## src/rtl/avst_mon_pkg.sv

```systemverilog
// Shared types and constants for the Avalon-ST packet monitor.
//   DATA_W / EMPTY_W / SYMBOLS_PER_BEAT : beat geometry (32-bit, 4 bytes per beat)
//   frame_state_t                       : framing FSM states
//   beat_t                              : one beat plus its sideband, as carried through the skid buffer
//   beat_bytes()                        : number of valid bytes a forwarded beat contributes
package avst_mon_pkg;

    localparam int DATA_W           = 32;
    localparam int EMPTY_W          = 2;
    localparam int SYMBOLS_PER_BEAT = 4;

    typedef enum logic [0:0] {
        ST_IDLE   = 1'b0,
        ST_IN_PKT = 1'b1
    } frame_state_t;

    typedef struct packed {
        logic [DATA_W-1:0]  data;
        logic               sop;
        logic               eop;
        logic [EMPTY_W-1:0] empty;
        logic               error;
    } beat_t;

    // Only the EOP beat may be partially filled; empty counts the unused symbols.
    function automatic logic [2:0] beat_bytes(input logic eop, input logic [EMPTY_W-1:0] empty);
        if (eop) begin
            return 3'(SYMBOLS_PER_BEAT) - 3'(empty);
        end
        return 3'(SYMBOLS_PER_BEAT);
    endfunction

endpackage

```

## src/rtl/avst_skid_buf.sv

```systemverilog
// Two-entry skid buffer for Avalon-ST beats (ready latency 0 on the source side).
//   clk, rst_n          : clock, asynchronous active-low reset
//   in_valid / in_beat  : beat to store (already qualified by the caller's handshake)
//   in_ready            : registered; low exactly while the skid entry is occupied
//   out_valid / out_beat: output register, held stable until out_ready
//   out_ready           : downstream ready
module avst_skid_buf
    import avst_mon_pkg::*;
(
    input  logic  clk,
    input  logic  rst_n,
    input  logic  in_valid,
    input  beat_t in_beat,
    output logic  in_ready,
    output logic  out_valid,
    output beat_t out_beat,
    input  logic  out_ready
);

    logic  skid_valid_p1;
    beat_t skid_beat_p1;

    logic  out_valid_d;
    beat_t out_beat_d;
    logic  skid_valid_d;
    beat_t skid_beat_d;

    always_comb begin
        out_valid_d  = out_valid;
        out_beat_d   = out_beat;
        skid_valid_d = skid_valid_p1;
        skid_beat_d  = skid_beat_p1;
        if (skid_valid_p1) begin
            // Skid occupied implies the output register is full and in_ready is low.
            if (out_ready) begin
                out_beat_d   = skid_beat_p1;
                skid_valid_d = 1'b0;
            end
        end else if (in_valid && in_ready) begin
            if (!out_valid || out_ready) begin
                out_valid_d = 1'b1;
                out_beat_d  = in_beat;
            end else begin
                skid_valid_d = 1'b1;
                skid_beat_d  = in_beat;
            end
        end else if (out_ready) begin
            out_valid_d = 1'b0;
        end
    end

    // Output / skid stage
    always_ff @(posedge clk or negedge rst_n) begin
        if (!rst_n) begin
            out_valid     <= 1'b0;
            out_beat      <= '0;
            skid_valid_p1 <= 1'b0;
            skid_beat_p1  <= '0;
            in_ready      <= 1'b0;
        end else begin
            out_valid     <= out_valid_d;
            out_beat      <= out_beat_d;
            skid_valid_p1 <= skid_valid_d;
            skid_beat_p1  <= skid_beat_d;
            // Registered ready: mirrors the skid state that takes effect this edge.
            in_ready      <= !skid_valid_d;
        end
    end

endmodule

```

## src/rtl/avst_pkt_monitor.sv

```systemverilog
// Avalon-ST packet monitor / forwarder.
// Checks SOP/EOP framing, drops beats outside a packet, forwards the rest through
// a two-entry skid buffer and keeps saturating statistics counters.
//   clk_clk, reset_reset_n         : clock, asynchronous active-low reset
//   in_*                           : Avalon-ST sink (data, valid, ready, sop, eop, empty, error)
//   out_*                          : Avalon-ST source, same sideband, ready latency 0
//   clear_stats                    : one-cycle synchronous clear of all counters
//   pkt_count / byte_count         : forwarded packets / forwarded bytes
//   err_pkt_count                  : forwarded packets ending with error set
//   frame_err_count                : orphan beats plus missing-EOP violations
module avst_pkt_monitor
    import avst_mon_pkg::*;
#(
    parameter int CNT_W      = 32,
    parameter int BYTE_CNT_W = 40
) (
    input  logic                  clk_clk,
    input  logic                  reset_reset_n,
    input  logic [DATA_W-1:0]     in_data,
    input  logic                  in_valid,
    output logic                  in_ready,
    input  logic                  in_startofpacket,
    input  logic                  in_endofpacket,
    input  logic [EMPTY_W-1:0]    in_empty,
    input  logic                  in_error,
    output logic [DATA_W-1:0]     out_data,
    output logic                  out_valid,
    input  logic                  out_ready,
    output logic                  out_startofpacket,
    output logic                  out_endofpacket,
    output logic [EMPTY_W-1:0]    out_empty,
    output logic                  out_error,
    input  logic                  clear_stats,
    output logic [CNT_W-1:0]      pkt_count,
    output logic [BYTE_CNT_W-1:0] byte_count,
    output logic [CNT_W-1:0]      err_pkt_count,
    output logic [CNT_W-1:0]      frame_err_count
);

    function automatic logic [CNT_W-1:0] sat_inc(input logic [CNT_W-1:0] base, input logic inc);
        if (inc && (&base)) begin
            return base;
        end
        return base + CNT_W'(inc);
    endfunction

    function automatic logic [BYTE_CNT_W-1:0] sat_add_bytes(input logic [BYTE_CNT_W-1:0] base,
                                                            input logic [2:0]            add);
        logic [BYTE_CNT_W:0] sum;
        sum = {1'b0, base} + (BYTE_CNT_W+1)'(add);
        if (sum[BYTE_CNT_W]) begin
            return '1;
        end
        return sum[BYTE_CNT_W-1:0];
    endfunction

    frame_state_t state_p0;
    frame_state_t state_d;

    beat_t in_beat;
    beat_t out_beat;

    logic       accept;
    logic       fwd;
    logic       frame_err;
    logic       pkt_end;
    logic [2:0] bytes_add;

    logic [CNT_W-1:0]      pkt_cnt_p1;
    logic [BYTE_CNT_W-1:0] byte_cnt_p1;
    logic [CNT_W-1:0]      err_pkt_cnt_p1;
    logic [CNT_W-1:0]      frame_err_cnt_p1;

    assign in_beat = '{data: in_data, sop: in_startofpacket, eop: in_endofpacket,
                       empty: in_empty, error: in_error};

    assign accept = in_valid && in_ready;

    always_comb begin
        fwd       = 1'b0;
        frame_err = 1'b0;
        state_d   = state_p0;
        if (accept) begin
            // An SOP always starts a packet, even when the previous one never ended.
            fwd = in_startofpacket || (state_p0 == ST_IN_PKT);
            frame_err = (state_p0 == ST_IDLE && !in_startofpacket) ||
                        (state_p0 == ST_IN_PKT && in_startofpacket);
            state_d = (fwd && !in_endofpacket) ? ST_IN_PKT : ST_IDLE;
        end
        pkt_end   = fwd && in_endofpacket;
        bytes_add = fwd ? beat_bytes(in_endofpacket, in_empty) : 3'd0;
    end

    // Acceptance stage: framing state and statistics
    always_ff @(posedge clk_clk or negedge reset_reset_n) begin
        if (!reset_reset_n) begin
            state_p0         <= ST_IDLE;
            pkt_cnt_p1       <= '0;
            byte_cnt_p1      <= '0;
            err_pkt_cnt_p1   <= '0;
            frame_err_cnt_p1 <= '0;
        end else begin
            state_p0         <= state_d;
            // A clear restarts from zero but still keeps this cycle's increment.
            pkt_cnt_p1       <= sat_inc(clear_stats ? '0 : pkt_cnt_p1, pkt_end);
            byte_cnt_p1      <= sat_add_bytes(clear_stats ? '0 : byte_cnt_p1, bytes_add);
            err_pkt_cnt_p1   <= sat_inc(clear_stats ? '0 : err_pkt_cnt_p1, pkt_end && in_error);
            frame_err_cnt_p1 <= sat_inc(clear_stats ? '0 : frame_err_cnt_p1, frame_err);
        end
    end

    assign pkt_count       = pkt_cnt_p1;
    assign byte_count      = byte_cnt_p1;
    assign err_pkt_count   = err_pkt_cnt_p1;
    assign frame_err_count = frame_err_cnt_p1;

    avst_skid_buf u_skid (
        .clk       (clk_clk),
        .rst_n     (reset_reset_n),
        .in_valid  (fwd),
        .in_beat   (in_beat),
        .in_ready  (in_ready),
        .out_valid (out_valid),
        .out_beat  (out_beat),
        .out_ready (out_ready)
    );

    assign out_data          = out_beat.data;
    assign out_startofpacket = out_beat.sop;
    assign out_endofpacket   = out_beat.eop;
    assign out_empty         = out_beat.empty;
    assign out_error         = out_beat.error;

endmodule

```

## config.mk

```make
export PLATFORM = sky130hd
export DESIGN_NAME = avst_pkt_monitor
export DESIGN_NICKNAME = d
export VERILOG_FILES = /design/src/rtl/avst_mon_pkg.sv /design/src/rtl/avst_skid_buf.sv /design/src/rtl/avst_pkt_monitor.sv
export SDC_FILE = /design/constraint.sdc
export NUM_CORES = 1
export LEC_CHECK = 0
export CORE_UTILIZATION = 50
export DETAILED_ROUTE_END_ITERATION = 6
export PLACE_DENSITY_LB_ADDON = 0.3
export SKIP_LAST_GASP = 1
export SLEW_MARGIN = 40
export SYNTH_ARGS = -nofsm -noshare
export SYNTH_HDL_FRONTEND = slang
export SYNTH_SLANG_ARGS = --single-unit
```

## constraint.sdc

```tcl
create_clock -name clk_clk -period 4.3 [get_ports clk_clk]
set_clock_uncertainty 0.2 [all_clocks]
set_input_delay 0.645 -clock clk_clk [delete_from_list [all_inputs] [get_ports clk_clk]]
set_output_delay 0.645 -clock clk_clk [all_outputs]
set_load 0.1 [all_outputs]
```

==> results of run 1 <==
==> cell families (layout without fill, tap and decap cells) <==
logic type	Yosys count	count (layout)	share of synthesized area, %
AND/OR/NAND/NOR	496	496	25.62
flip-flops	214	214	47.53
AO/OA/AOI/OAI	193	193	9.850
multiplexers	87	87	8.262
buffers and inverters	80	311	2.987
XOR/XNOR	56	56	4.353
adder cells (fa/ha/maj)	12	12	1.399
==> worst reg2reg max path, delay by kind of cell (launching register included) <==
| kind | cells | cell delay [ps] |
|---|---|---|
| fa+ha+maj | 3 | 630 |
| simple gates | 5 | 1610 |
| flops | 1 | 340 |
| buf+inv | 1 | 40 |
| compound gates | 2 | 440 |
==> state kept, by name (all words and copies together) (netlist names) <==
register	count
u_skid.skid_valid_p1	1
frame_err_count	32
state_p0	1
pkt_count	32
u_skid.skid_beat_p1	37
err_pkt_count	32
u_skid.out_valid	1
u_skid.out_beat	37
u_skid.in_ready	1
byte_count	40
==> repair_timing <==
action	CTS	global route
setup endpoints to repair	0	0
hold buffers	1	0
endpoints found under the hold margin	55	0
==> synth_stat cells (11+ instances only) <==
cell type	n	area, µm²
o21ai_0	88	440.4
xnor2_1	52	455.4
nor2b_1	44	275.3
nand3_1	41	205.2
nor4_1	35	219.0
or4_1	26	195.2
mux2i_1	39	390.4
and3_1	19	118.9
clkbuf_1	37	138.9
nor3_1	18	90.09
or3_1	29	181.4
inv_1	27	101.4
mux2_2	48	540.5
nand2b_1	11	68.82
ha_1	11	137.6
nand4_1	37	231.5
dfrtp_1	214	5355
o31ai_1	20	150.1
nor2_1	48	180.2
a21oi_1	52	260.3
nand2_1	120	450.4
==> worst max-delay path by stage <==
stage               slack, ps                            end
floorplan                 740  frame_err_count[22]$_DFF_PN0_
global placement          120       byte_count[20]$_DFF_PN0_
detailed placement         50        byte_count[7]$_DFF_PN0_
CTS                       590       byte_count[21]$_DFF_PN0_
global route              250       byte_count[18]$_DFF_PN0_
finish                    630       byte_count[23]$_DFF_PN0_
==> routing by layer <==
| layer | part of all wire [%] | vias up | global-route usage (%) |
|---|---|---|---|
| met4 | 1.9 | 0 | 6.171 |
| met2 | 46 | 333 | 38.05 |
| met5 | 0 | - | 0 |
| li1 | - | 4581 | - |
| met3 | 6.5 | 41 | 3.879 |
| met1 | 46 | 4641 | 35.99 |
==> power breakdown <==
group | switching (mW) | total (mW) | leakage [nW] | internal, mW
combinational | 1.72 | 2.15 | 2.99 | 0.428
sequential | 0.177 | 2.54 | 2.85 | 2.37
clock | 0.828 | 2.02 | 0.380 | 1.19
total | 2.73 | 6.71 | 6.22 | 3.98
==> through the flow <==
step	setup slack (ps)	area (µm²)	util [%]	power [mW]
2_1_floorplan	740.6	11270	-	4.303
3_3_place_gp	119.9	13760	62.64	4.856
3_5_place_dp	48.94	12910	58.78	4.738
4_1_cts	586.0	13700	62.37	6.766
5_1_grt	245.9	13700	62.37	6.987
6_report	634.3	13700	62.37	6.713
==> area by class of cell <==
class	instances	area, µm²	area share, %
Inverter	27	101.3	0.7400
Clock buffer	33	695.7	5.079
Clock inverter	10	82.58	0.6030
Tap cell	280	350.3	2.558
Multi-Input combinational cell	844	5598	40.87
Timing Repair Buffer	241	1511	11.04
Sequential cell	214	5356	39.11
==> flow_summary.ini, run 1 <==
[critical_path]
r2r_end = byte_count[23]$_DFF_PN0_
crit_cells = 12
critPathMostFrequentCell = ha_1
crit_arrival_ps = 3890
critPathBufInv = 2
critPathCaptureType = flop
cp_data_required_time_ps = 4520
cpMaxStageDelayCell = clkdlybuf4s50_1
reg2reg_depth = 11
cp_max_fo = 37
r2r_start = state_p0$_DFFE_PN0P_
critical_path.startpoint_type = input port
cp_top_family = simple AND/OR/NAND/NOR gates
cp-startpoint = in_startofpacket
critical_path_class = input port to flop
cp_cell_sequence = clkdlybuf4s50_1, inv_1, ha_1, nor3b_1, and2_1, ha_1, fa_1, a21o_1, nand4_1, nor4_4, nand2_2, o21ai_0
r2r_setup_slack_ps = 960
slowest_delay_ps = 470

[hold_path]
worstHoldStart = u_skid.out_beat[12]$_DFFE_PN0P_
holdPathEnd = u_skid.out_beat[12]$_DFFE_PN0P_
hold_path_class = flop to flop
min_path_cells = 2

[power_and_ir_drop]
power_density_nw_per_um2 = 490.2
irDropWorstVdd_mv = 0.2890
p_leak_nw = 6.215

[timing]
hold_violations = 0
fmax_ghz = 0.2728
maxSlewViolCount = 0
holdWs_ps = 270.4
setup_viol = 0
setup_tns_ps = 0
rsz0062_at_grt = no
worstMarginPinSlew_ps = 746.3
fin_crit_ps = 3666
max_slew_margin_pct = 50.24
post-route-period-util_pct = 85.25

[place]
portBuffers = 216
dp_hpwl_mm = 19.76
dpl.cell_count = 1605
routabilityCongestion = 0.8607

[finish]
layout.nets = 1406
stdcell_count = 1649
diodes = 0
layout_commonest_cell = dfrtp_1
final_cell_mix = dfrtp_1, buf_2, nand2_1
fill_cells = 1883
final_layout_size_suffix_gt1_share_pct = 23.37
area_growth_syn_to_layout_pct = 21.55

[clock_network]
cts-root-buf = clkbuf_16
cts_buffers = 24
cts_tree = done
clock_latency_ps = 510
htreeDepth = 1
cts.sinks = 214
cts.clk_slew.worst_paths_ps = 60
cts-resized-gates = 0
clock_path_buffers = 3
post-cts-setup-buffers = 0

[status]
status = finished, violations left
violations = design-rule violations

[detailed_routing]
wire_per_inst_um = 17.06
drtIter0Drc = 601
drtAntennaViolNets = 0
viasPerCell = 5.819
vias = 9596
route.detailed.drc = 42
wl_mm = 28.13
dr.pass1.iters = 7

[global_routing]
grt_overflow_total = 0
grt_pass1_vias = 9033
grt_pass1_wl_mm = 47.21
grt_use_total_pct = 24.56
grt_max_degree = 67
antenna_found_initial = 0

[synthesis]
avgSynthCellArea_um2 = 9.901
synth_edf_count = 0
syn-instance-count = 1138
syn-num-nets = 1192
async_flop_share_pct = 100.0
synth-seq-cells = 214
synth_cell_types = 68
ys_seq_area_share_pct = 47.53
yosys_warnings = 0
syn_area_um2 = 11270
ys.flop_type = dfrtp_1

[die]
die_y_um = 152.1
fp.coreArea_um2 = 21960
ioPinCount = 217
start_util_pct = 51.31
rows = 54
dieArea_um2 = 23140
dieWidth_um = 152.1

[flow_run]
cap_violations = 0
(Power assumes the default switching activity.)
==> run 2: changes to the inputs <==
--- a/config.mk
+++ b/config.mk
@@ -5,6 +5,8 @@
 export SDC_FILE = /design/constraint.sdc
 export NUM_CORES = 1
 export LEC_CHECK = 0
+export ABC_CLOCK_PERIOD_IN_PS = 4300
+export CORE_ASPECT_RATIO = 0.8
 export CORE_UTILIZATION = 50
 export DETAILED_ROUTE_END_ITERATION = 6
 export PLACE_DENSITY_LB_ADDON = 0.3
==> flow_summary.ini, run 2 (same netlist as run 1, synthesis figures left out) <==
[detailed_routing]
wire_per_inst_um = 17.69
wl_mm = 29.45
vias = 9712
drtIter0Drc = 817
dr.pass1.iters = 5
route.detailed.drc = 0
m1WireLength_mm = 13.47
wl_met3_mm = 1.969
top_layer_used = met4
viasPerCell = 5.833
met2WireLength_mm = 13.41
drtAntennaViolNets = 0

[die]
dieArea_um2 = 23140
rows = 48
start_util_pct = 51.54
ioPinCount = 217
fp.coreArea_um2 = 21860
dieWidth_um = 169.8
die_y_um = 136.3

[global_routing]
grt_pass1_vias = 9151
antenna_found_initial = 0
grt_pass1_wl_mm = 48.24
grt_use_total_pct = 25.87
grt_max_degree = 73
grt_overflow_total = 0

[clock_network]
clock_latency_ps = 510
cts-root-buf = clkbuf_16
cts.sinks = 214
cts.clk_slew.worst_paths_ps = 60
clock_path_buffers = 3
cts-resized-gates = 0
htreeDepth = 1
cts_buffers = 23
cts_tree = done

[timing]
setup_viol = 0
max_slew_margin_pct = 49.90
fin_crit_ps = 3692
worstMarginPinSlew_ps = 751.5
hold_violations = 0
post-route-period-util_pct = 85.86
setup_tns_ps = 0
maxSlewViolCount = 0
rsz0062_at_grt = no
fmax_ghz = 0.2709

[finish]
largest_reg_flops = 40
layout.nets = 1408
layout_commonest_cell = dfrtp_1
final_cell_mix = dfrtp_1, buf_2, nand2_1
final_layout_size_suffix_gt1_share_pct = 23.30
stdcell_count = 1665
diodes = 0
area_growth_syn_to_layout_pct = 21.84

[place]
routabilityCongestion = 0.9162
portBuffers = 216
dpl.cell_count = 1627
dp_hpwl_mm = 20.91

[critical_path]
slowest_delay_ps = 490
critPathCaptureType = flop
cp_cell_sequence = clkdlybuf4s50_1, inv_1, ha_1, nand3b_1, nor2_1, ha_1, ha_1, nand3_1, nor4_1, o211ai_1, or4_1, a21oi_1
cp_max_fo = 7
cp_data_required_time_ps = 4530
critical_path_class = input port to flop
critPathMostFrequentCell = ha_1
r2r_start = state_p0$_DFFE_PN0P_
cp-startpoint = in_startofpacket
crit_arrival_ps = 3930
critical_path.startpoint_type = input port
cpMaxStageDelayCell = or4_1

[power_and_ir_drop]
clock_power_share_pct = 30.1
p_int_mw = 4.032
switchingPower_mw = 2.724
irDropWorstVdd_mv = 0.4135
power_density_nw_per_um2 = 492.1
power_frac_seq_pct = 38.0
p_sw_share_pct = 40.32
p_comb_share_pct = 31.9
p_leak_nw = 6.219

[flow_run]
cap_violations = 0

[hold_path]
hold_path_class = flop to flop
worstHoldStart = u_skid.out_beat[34]$_DFFE_PN0P_

[status]
status = complete, no violations
## run 2: layout make-up
class | count | area [µm²]
clock inverter | 10 | 158.9
sequential | 214 | 5356
timing repair buffer | 244 | 1541
tap | 300 | 375.4
clock buffer | 26 | 596.8
multi-input combinational | 844 | 5598
inverter | 27 | 101.3
fill | 1847 | 8133
## run 2: worst max-delay path: cells and delay by family
family          cells  cell delay (ps)
compound gates      2              480
fa+ha+maj           3              730
buf+inv             2              540
simple gates        5             1540
## run 2: path summary, 6_finish.rpt
kind | to | slack [ps] | cells after the start
min in group asynchronous | u_skid.out_beat[12]$_DFFE_PN0P_ | 460 | 2
worst max register to register | err_pkt_count[30]$_DFF_PN0_ | 920 | 11
worst max-delay path | err_pkt_count[30]$_DFF_PN0_ | 610 | 12
worst min register to register | u_skid.out_beat[34]$_DFFE_PN0P_ | 270 | 2
max in group asynchronous | frame_err_count[28]$_DFF_PN0_ | 2270 | 4
worst min-delay path | u_skid.out_beat[34]$_DFFE_PN0P_ | 270 | 2
## run 2: per-layer routing
layer	track usage, %	vias to the layer above
li1	-	4588
met1	37.86	4743
met2	39.64	343
met3	4.571	38
met4	6.507	0
met5	0	-
## run 2: power groups by stage
stage	clock network [mW]	registers (mW)	logic, mW
after floorplan	0	3.85	0.451
after global placement	0	2.59	2.30
after detailed placement	0	2.60	2.16
after CTS	2.07	2.57	2.17
after global routing	2.15	2.61	2.25
final	2.03	2.57	2.16
## run 2: what timing repair did
action,in CTS,in global routing
endpoints found under the setup margin,0,0
setup buffers,0,0
hold endpoints to repair,54,0
hold buffers,1,0
## run 2: metrics by stage
| stage | total power [mW] | setup slack (ps) | utilization [%] | hold WS [ps] | area [µm²] |
|---|---|---|---|---|---|
| floorplan | 4.303 | 740.6 | - | 149.4 | 11270 |
| global placement | 4.882 | 212.6 | 63.11 | 261.1 | 13800 |
| detailed placement | 4.763 | 86.58 | 59.23 | 265.3 | 12950 |
| CTS | 6.804 | 600.9 | 62.73 | 278.4 | 13710 |
| global route | 7.011 | 271.4 | 62.80 | 302.9 | 13730 |
| finish | 6.756 | 608.1 | 62.80 | 273.2 | 13730 |
